### src/rtl/soc_system_onchip_memory_scanner.sv
// Avalon-MM host engine for the 1024 x 32 on-chip RAM. It fills, checksums or
// verifies a wrapping range of words at one access per clock.
module soc_system_onchip_memory_scanner #(
    parameter int ADDR_W = 10,
    parameter int DATA_W = 32
) (
    input  logic                  clk,
    input  logic                  reset_n,
    input  logic                  start,
    input  logic [1:0]            mode,
    input  logic                  incr,
    input  logic [ADDR_W-1:0]     base_addr,
    input  logic [ADDR_W:0]       count,
    input  logic [DATA_W-1:0]     pattern,
    input  logic                  abort,
    output logic                  busy,
    output logic                  done,
    output logic                  error,
    output logic                  aborted,
    output logic [DATA_W-1:0]     result,
    output logic [ADDR_W-1:0]     first_err_addr,
    output logic [ADDR_W-1:0]     m_address,
    output logic [DATA_W/8-1:0]   m_byteenable,
    output logic                  m_chipselect,
    output logic                  m_write,
    output logic [DATA_W-1:0]     m_writedata,
    output logic                  m_clken,
    input  logic [DATA_W-1:0]     m_readdata
);

    typedef enum logic [1:0] {IDLE, RUN, DRAIN, FIN} state_t;

    localparam logic [1:0] MODE_FILL   = 2'b00;
    localparam logic [1:0] MODE_SUM    = 2'b01;
    localparam logic [1:0] MODE_VERIFY = 2'b10;
    localparam logic [1:0] MODE_RSVD   = 2'b11;
    localparam logic [ADDR_W:0] DEPTH  = {1'b1, {ADDR_W{1'b0}}};

    state_t              state_q, state_d;
    logic [1:0]          mode_q, mode_d;
    logic                incr_q, incr_d;
    logic [ADDR_W-1:0]   addr_q, addr_d;
    logic [ADDR_W-1:0]   idx_q, idx_d;
    logic [ADDR_W:0]     rem_q, rem_d;
    logic [DATA_W-1:0]   pattern_q, pattern_d;
    logic                rdVld_q, rdVld_d;
    logic [ADDR_W-1:0]   rdIdx_q, rdIdx_d;
    logic [ADDR_W-1:0]   rdAddr_q, rdAddr_d;
    logic [DATA_W-1:0]   result_q, result_d;
    logic                error_q, error_d;
    logic                aborted_q, aborted_d;
    logic [ADDR_W-1:0]   firstErr_q, firstErr_d;
    logic [DATA_W-1:0]   wrPattern, rdExpected;

    assign wrPattern  = pattern_q + (incr_q ? DATA_W'(idx_q) : '0);
    assign rdExpected = pattern_q + (incr_q ? DATA_W'(rdIdx_q) : '0);

    always_ff @(posedge clk or negedge reset_n) begin
        if (!reset_n) begin
            state_q    <= IDLE;
            mode_q     <= MODE_FILL;
            incr_q     <= 1'b0;
            addr_q     <= '0;
            idx_q      <= '0;
            rem_q      <= '0;
            pattern_q  <= '0;
            rdVld_q    <= 1'b0;
            rdIdx_q    <= '0;
            rdAddr_q   <= '0;
            result_q   <= '0;
            error_q    <= 1'b0;
            aborted_q  <= 1'b0;
            firstErr_q <= '0;
        end else begin
            state_q    <= state_d;
            mode_q     <= mode_d;
            incr_q     <= incr_d;
            addr_q     <= addr_d;
            idx_q      <= idx_d;
            rem_q      <= rem_d;
            pattern_q  <= pattern_d;
            rdVld_q    <= rdVld_d;
            rdIdx_q    <= rdIdx_d;
            rdAddr_q   <= rdAddr_d;
            result_q   <= result_d;
            error_q    <= error_d;
            aborted_q  <= aborted_d;
            firstErr_q <= firstErr_d;
        end
    end

    always_comb begin
        state_d    = state_q;
        mode_d     = mode_q;
        incr_d     = incr_q;
        addr_d     = addr_q;
        idx_d      = idx_q;
        rem_d      = rem_q;
        pattern_d  = pattern_q;
        rdVld_d    = 1'b0;
        rdIdx_d    = idx_q;
        rdAddr_d   = addr_q;
        result_d   = result_q;
        error_d    = error_q;
        aborted_d  = aborted_q;
        firstErr_d = firstErr_q;

        // Read data arrives one cycle after its address; a zero mismatch count marks the first one.
        if (rdVld_q) begin
            if (mode_q == MODE_SUM) begin
                result_d = result_q + m_readdata;
            end else if (m_readdata != rdExpected) begin
                if (result_q == '0) firstErr_d = rdAddr_q;
                if (result_q < DATA_W'(DEPTH)) result_d = result_q + DATA_W'(1);
            end
        end

        case (state_q)
            IDLE: begin
                if (start) begin
                    mode_d     = mode;
                    incr_d     = incr;
                    addr_d     = base_addr;
                    idx_d      = '0;
                    pattern_d  = pattern;
                    rem_d      = (count > DEPTH) ? DEPTH : count;
                    result_d   = '0;
                    error_d    = 1'b0;
                    aborted_d  = 1'b0;
                    firstErr_d = '0;
                    if (count == '0 || mode == MODE_RSVD) begin
                        state_d = FIN;
                        error_d = (mode == MODE_RSVD);
                    end else begin
                        state_d = RUN;
                    end
                end
            end
            RUN: begin
                addr_d = addr_q + ADDR_W'(1);
                idx_d  = idx_q + ADDR_W'(1);
                rem_d  = rem_q - (ADDR_W+1)'(1);
                if (mode_q == MODE_FILL) result_d = result_q + DATA_W'(1);
                else                     rdVld_d  = 1'b1;
                if (abort) aborted_d = 1'b1;
                if (abort || rem_q == (ADDR_W+1)'(1))
                    state_d = (mode_q == MODE_FILL) ? FIN : DRAIN;
            end
            DRAIN:   state_d = FIN;
            FIN:     state_d = IDLE;
            default: state_d = IDLE;
        endcase

        if (state_q == DRAIN && mode_q == MODE_VERIFY && result_d != '0)
            error_d = 1'b1;
    end

    assign busy           = (state_q == RUN) || (state_q == DRAIN);
    assign done           = (state_q == FIN);
    assign error          = error_q;
    assign aborted        = aborted_q;
    assign result         = result_q;
    assign first_err_addr = firstErr_q;
    assign m_chipselect   = (state_q == RUN);
    assign m_write        = m_chipselect && (mode_q == MODE_FILL);
    assign m_address      = m_chipselect ? addr_q : '0;
    assign m_writedata    = m_write ? wrPattern : '0;
    assign m_byteenable   = {(DATA_W/8){m_chipselect}};
    assign m_clken        = 1'b1;

endmodule

### config.mk
export PLATFORM = sky130hd
export DESIGN_NAME = soc_system_onchip_memory_scanner
export DESIGN_NICKNAME = d
export VERILOG_FILES = /design/src/rtl/soc_system_onchip_memory_scanner.sv
export SDC_FILE = /design/constraint.sdc
export NUM_CORES = 1
export LEC_CHECK = 0
export CAP_MARGIN = 10
export CORE_MARGIN = 4
export CORE_UTILIZATION = 33
export DETAILED_ROUTE_END_ITERATION = 10
export GPL_ROUTABILITY_DRIVEN = 0
export SKIP_CTS_REPAIR_TIMING = 1
export SYNTH_ARGS = -nofsm -noshare
export SYNTH_HDL_FRONTEND = slang
export SYNTH_SLANG_ARGS = --single-unit
### constraint.sdc
create_clock -name clk -period 4.6 [get_ports clk]
set_input_delay 0.92 -clock clk [delete_from_list [all_inputs] [get_ports clk]]
set_output_delay 0.92 -clock clk [all_outputs]
set_load 0.01 [all_outputs]
==> results.sh <==
export IMPL_vias=11721
export IMPL_die_area_mm2=0.0357
export IMPL_ys_seq_area_share_pct=30.8
export IMPL_nets=1869
export IMPL_p_leak_nw=7.01
export IMPL_start_kind="flip-flop"
export IMPL_slew_violations=0
export IMPL_cts_tree="built"
export IMPL_drc_errors=0
export IMPL_synthCells=1358
export IMPL_timing_final_ws_setup_ns=-0.158
export IMPL_use_met2_pct=34.4
export IMPL_die_h_um=189
export IMPL_synth_avg_cell_area_um2=7.95
export IMPL_postRouteAntennaNets=0
export IMPL_core_mm2=0.0319
export IMPL_avgViaCountPerCell=5.42
export IMPL_path_clk_slew_ns=0.08
export IMPL_overflow=0
export IMPL_criticalPathCategory="flip-flop to flip-flop"
export IMPL_worstReg2RegStart="incr_q"
export IMPL_rsz0062_at_grt="true"
export IMPL_clock_skew_ns=0.0176
export IMPL_synth_edff_count=0
export IMPL_hold_violations=0
export IMPL_power_density_mw_per_mm2=630
export IMPL_use_met3_pct=4.55
export IMPL_initial_core_util_pct=33.9
export IMPL_syn_nets=1514
export IMPL_cp_required_ns=4.91
export IMPL_use_met1_pct=27.5
export IMPL_cts_sinks=133
export IMPL_synth_top_area_share_pct=30.8
export IMPL_ir_drop_uv=370
export IMPL_drtIter0Drc=1021
export IMPL_netlist_top_cells_area="dfrtp_1, ha_1, nand2_1, xnor2_1, nor2_1"
export IMPL_synth_ff_type="dfrtp_1"
export IMPL_placed_area_mm2=0.0145
export IMPL_synthArstFlopShare_pct=100
export IMPL_cp_max_fo=10
export IMPL_status="finished with violations"
export IMPL_root_buffer="clkbuf_16"
export IMPL_hold_class="flip-flop to flip-flop"
export IMPL_slowest_stage="or4_4"
export IMPL_path_common_cell="buf_4"
export IMPL_finalSetupViolCount=6
export IMPL_tightest_slew_ns=1.03
export IMPL_ys_top_cells_by_count="nand2_1, dfrtp_1, nor2_1, a21oi_1, o21ai_0"
export IMPL_grt_max_degree=102
export IMPL_placed_cells=2110
export IMPL_routedWlPerCell_um=18.1
export IMPL_finalCritPeriodShare_pct=103
export IMPL_io_pin_count=187
export IMPL_hpwl_um=29800
export IMPL_reg2reg_slack_ns=-0.16
export IMPL_final_cell_count_no_fill=2163
export IMPL_p_int_mw=5.24
export IMPL_max_cap_violations=0
export IMPL_yosys_warnings=0
export IMPL_regToRegEndpoint="error"
export IMPL_grt_total_usage_pct=21.0
export IMPL_comb_power_share_pct=62.2
export IMPL_port_buffers=185
export IMPL_arrival_ns=5.07
export IMPL_netlist_area_mm2=0.0108
export IMPL_detail_route_wirelength_um=39100
export IMPL_fmax_ghz=0.210
export IMPL_yosysTopAreaCell="dfrtp_1"
export IMPL_preCtsSetupSlack_ns=-0.744
export IMPL_cp_slowest_stage_delay_ns=0.54
export IMPL_antenna_found_initial=6
export IMPL_pwr_share_clk_pct=14.7
export IMPL_final_layout_size_suffix_gt1_share_pct=21.4
export IMPL_die_w_um=189
export IMPL_share_seq_of_total_power_pct=23.1
export IMPL_slew_limit_headroom_pct=31.4
export IMPL_end_kind="flip-flop"
export IMPL_num_rows=65
export IMPL_cts_max_level=4
export IMPL_fin_hold_ws_ns=0.424
export IMPL_p_sw_share_pct=46.7
export IMPL_synthDistinctLibCells=78
export IMPL_design_area_mm2=0.0156
export IMPL_cts_inserted_buffers=17
export IMPL_period_minus_slack_ns=4.76
export IMPL_area_growth_pct=44.6
export IMPL_power_mw=9.83
export IMPL_drt_first_pass_iters=6
export IMPL_crit_start="incr_q"
export IMPL_r2r_cells=22
export IMPL_cts_max_path_buffers=2
export IMPL_violations="setup timing"
export IMPL_insertion_delay_ns=0.44
export IMPL_grt_pass1_vias=11371
export IMPL_switchingPower_mw=4.59
export IMPL_endpoint="error"
export IMPL_busiest_layer="met2"
export IMPL_cp_cell_sequence="buf_4, buf_6, buf_4, and2_4, ha_4, a21oi_2, o211ai_1, buf_4, o21ai_4, or4_4, xnor2_1, nand4_1, buf_6, nor3_4, buf_4, buf_4, or4_1, a31o_2, or4_4, nor4_4, nand3_1, o31a_1"
export IMPL_yosysMostFrequentCell="nand2_1"
export IMPL_grt_pass1_wl_um=60600
export IMPL_synth_seq_cells=133
-- power groups by stage --
stage | clock network (mW) | logic, mW | registers (mW)
CTS | 1.47 | 5.78 | 2.24
floorplan | 0 | 3.37 | 2.10
detailed placement | 0 | 5.74 | 2.26
finish | 1.44 | 6.12 | 2.27
global placement | 0 | 5.67 | 2.25
global route | 1.52 | 6.68 | 2.34
-- cell families (layout without fill, tap and decap cells) --
| group | count (synthesis) | in the layout | synth area share, % |
|---|---|---|---|
| buffers and inverters | 111 | 479 | 4.19 |
| AOI/OAI and AO/OA | 335 | 335 | 20.2 |
| other | 1 | 3 | 0.0347 |
| xor gates and xnor gates | 102 | 102 | 8.27 |
| adders and majority gates | 64 | 64 | 7.62 |
| and+or+nand+nor | 590 | 590 | 26.8 |
| DFF | 133 | 133 | 30.8 |
| muxes | 22 | 22 | 2.05 |
-- placed cells by master (no fill, tap or decap), types with 8 or more instances in the layout --
cell type	n
buf_4	220
buf_2	10
o22ai_1	10
nand4_1	27
a21o_1	26
or4_1	9
nand2_1	191
nor2_1	122
a21oi_1	71
mux2i_1	21
and3_1	25
xnor2_1	57
a21oi_2	13
nor4_1	22
nand2b_1	16
nor2b_1	11
or3_1	14
o221ai_1	9
clkdlybuf4s50_1	162
o21ai_0	75
o21bai_1	8
nand3_1	40
xor2_1	41
and2_1	34
nor3_1	29
a31oi_1	17
ha_1	51
inv_1	33
clkbuf_2	9
dfrtp_1	132
clkbuf_16	17
buf_6	8
-- flip-flops by register name (all words and copies together), names as in the netlist --
| register | count |
|---|---|
| pattern_q | 32 |
| state_q | 2 |
| aborted | 1 |
| addr_q | 10 |
| first_err_addr | 10 |
| error | 1 |
| rem_q | 11 |
| rdVld_q | 1 |
| idx_q | 10 |
| result | 32 |
| rdAddr_q | 10 |
| mode_q | 2 |
| rdIdx_q | 10 |
| incr_q | 1 |
-- per-layer routing --
metal,part of all wire [%],vias up
met2,47,482
met1,43,5531
met4,2.6,8
met3,7.0,82
met5,0.13,-
li1,-,5618
-- stage by stage --
stage	util, %	TNS (ns)
after floorplan	-	0
after global placement	45.4	-3.75
after detailed placement	45.4	-4.09
after CTS	47.3	-14.86
after global routing	49.0	-2.88
final	49.0	-0.462
-- layout make-up --
cell class | instances | area [um2]
diodes | 2 | 5.00
clock buffers | 17 | 425
clock inverters | 15 | 188
fillers | 3094 | 16300
inverters | 33 | 124
multi-input cells | 1114 | 7460
flip-flops and latches | 133 | 3330
well taps | 435 | 544
repair buffers | 414 | 3540
-- critical path, delay by kind of cell, from the launching register on --
family                   cells  cell delay, ns
adder cells (fa/ha/maj)      1            0.26
XOR/XNOR                     1            0.14
AO/OA/AOI/OAI                5            0.71
buffers and inverters        7            1.01
AND/OR/NAND/NOR              8            2.08
flip-flops                   1            0.45
-- worst min-delay path by stage --
stage	cells past startpoint	endpoint	startpoint	slack [ns]
floorplan	0	rdIdx_q[9]	idx_q[9]	0.38
global placement	0	rdAddr_q[8]	addr_q[8]	0.40
detailed placement	0	rdAddr_q[9]	addr_q[9]	0.40
CTS	0	rdIdx_q[5]	idx_q[5]	0.43
global route	0	rdIdx_q[5]	idx_q[5]	0.45
finish	0	rdAddr_q[9]	addr_q[9]	0.42
Note: power is estimated with default switching activity, not from simulation.
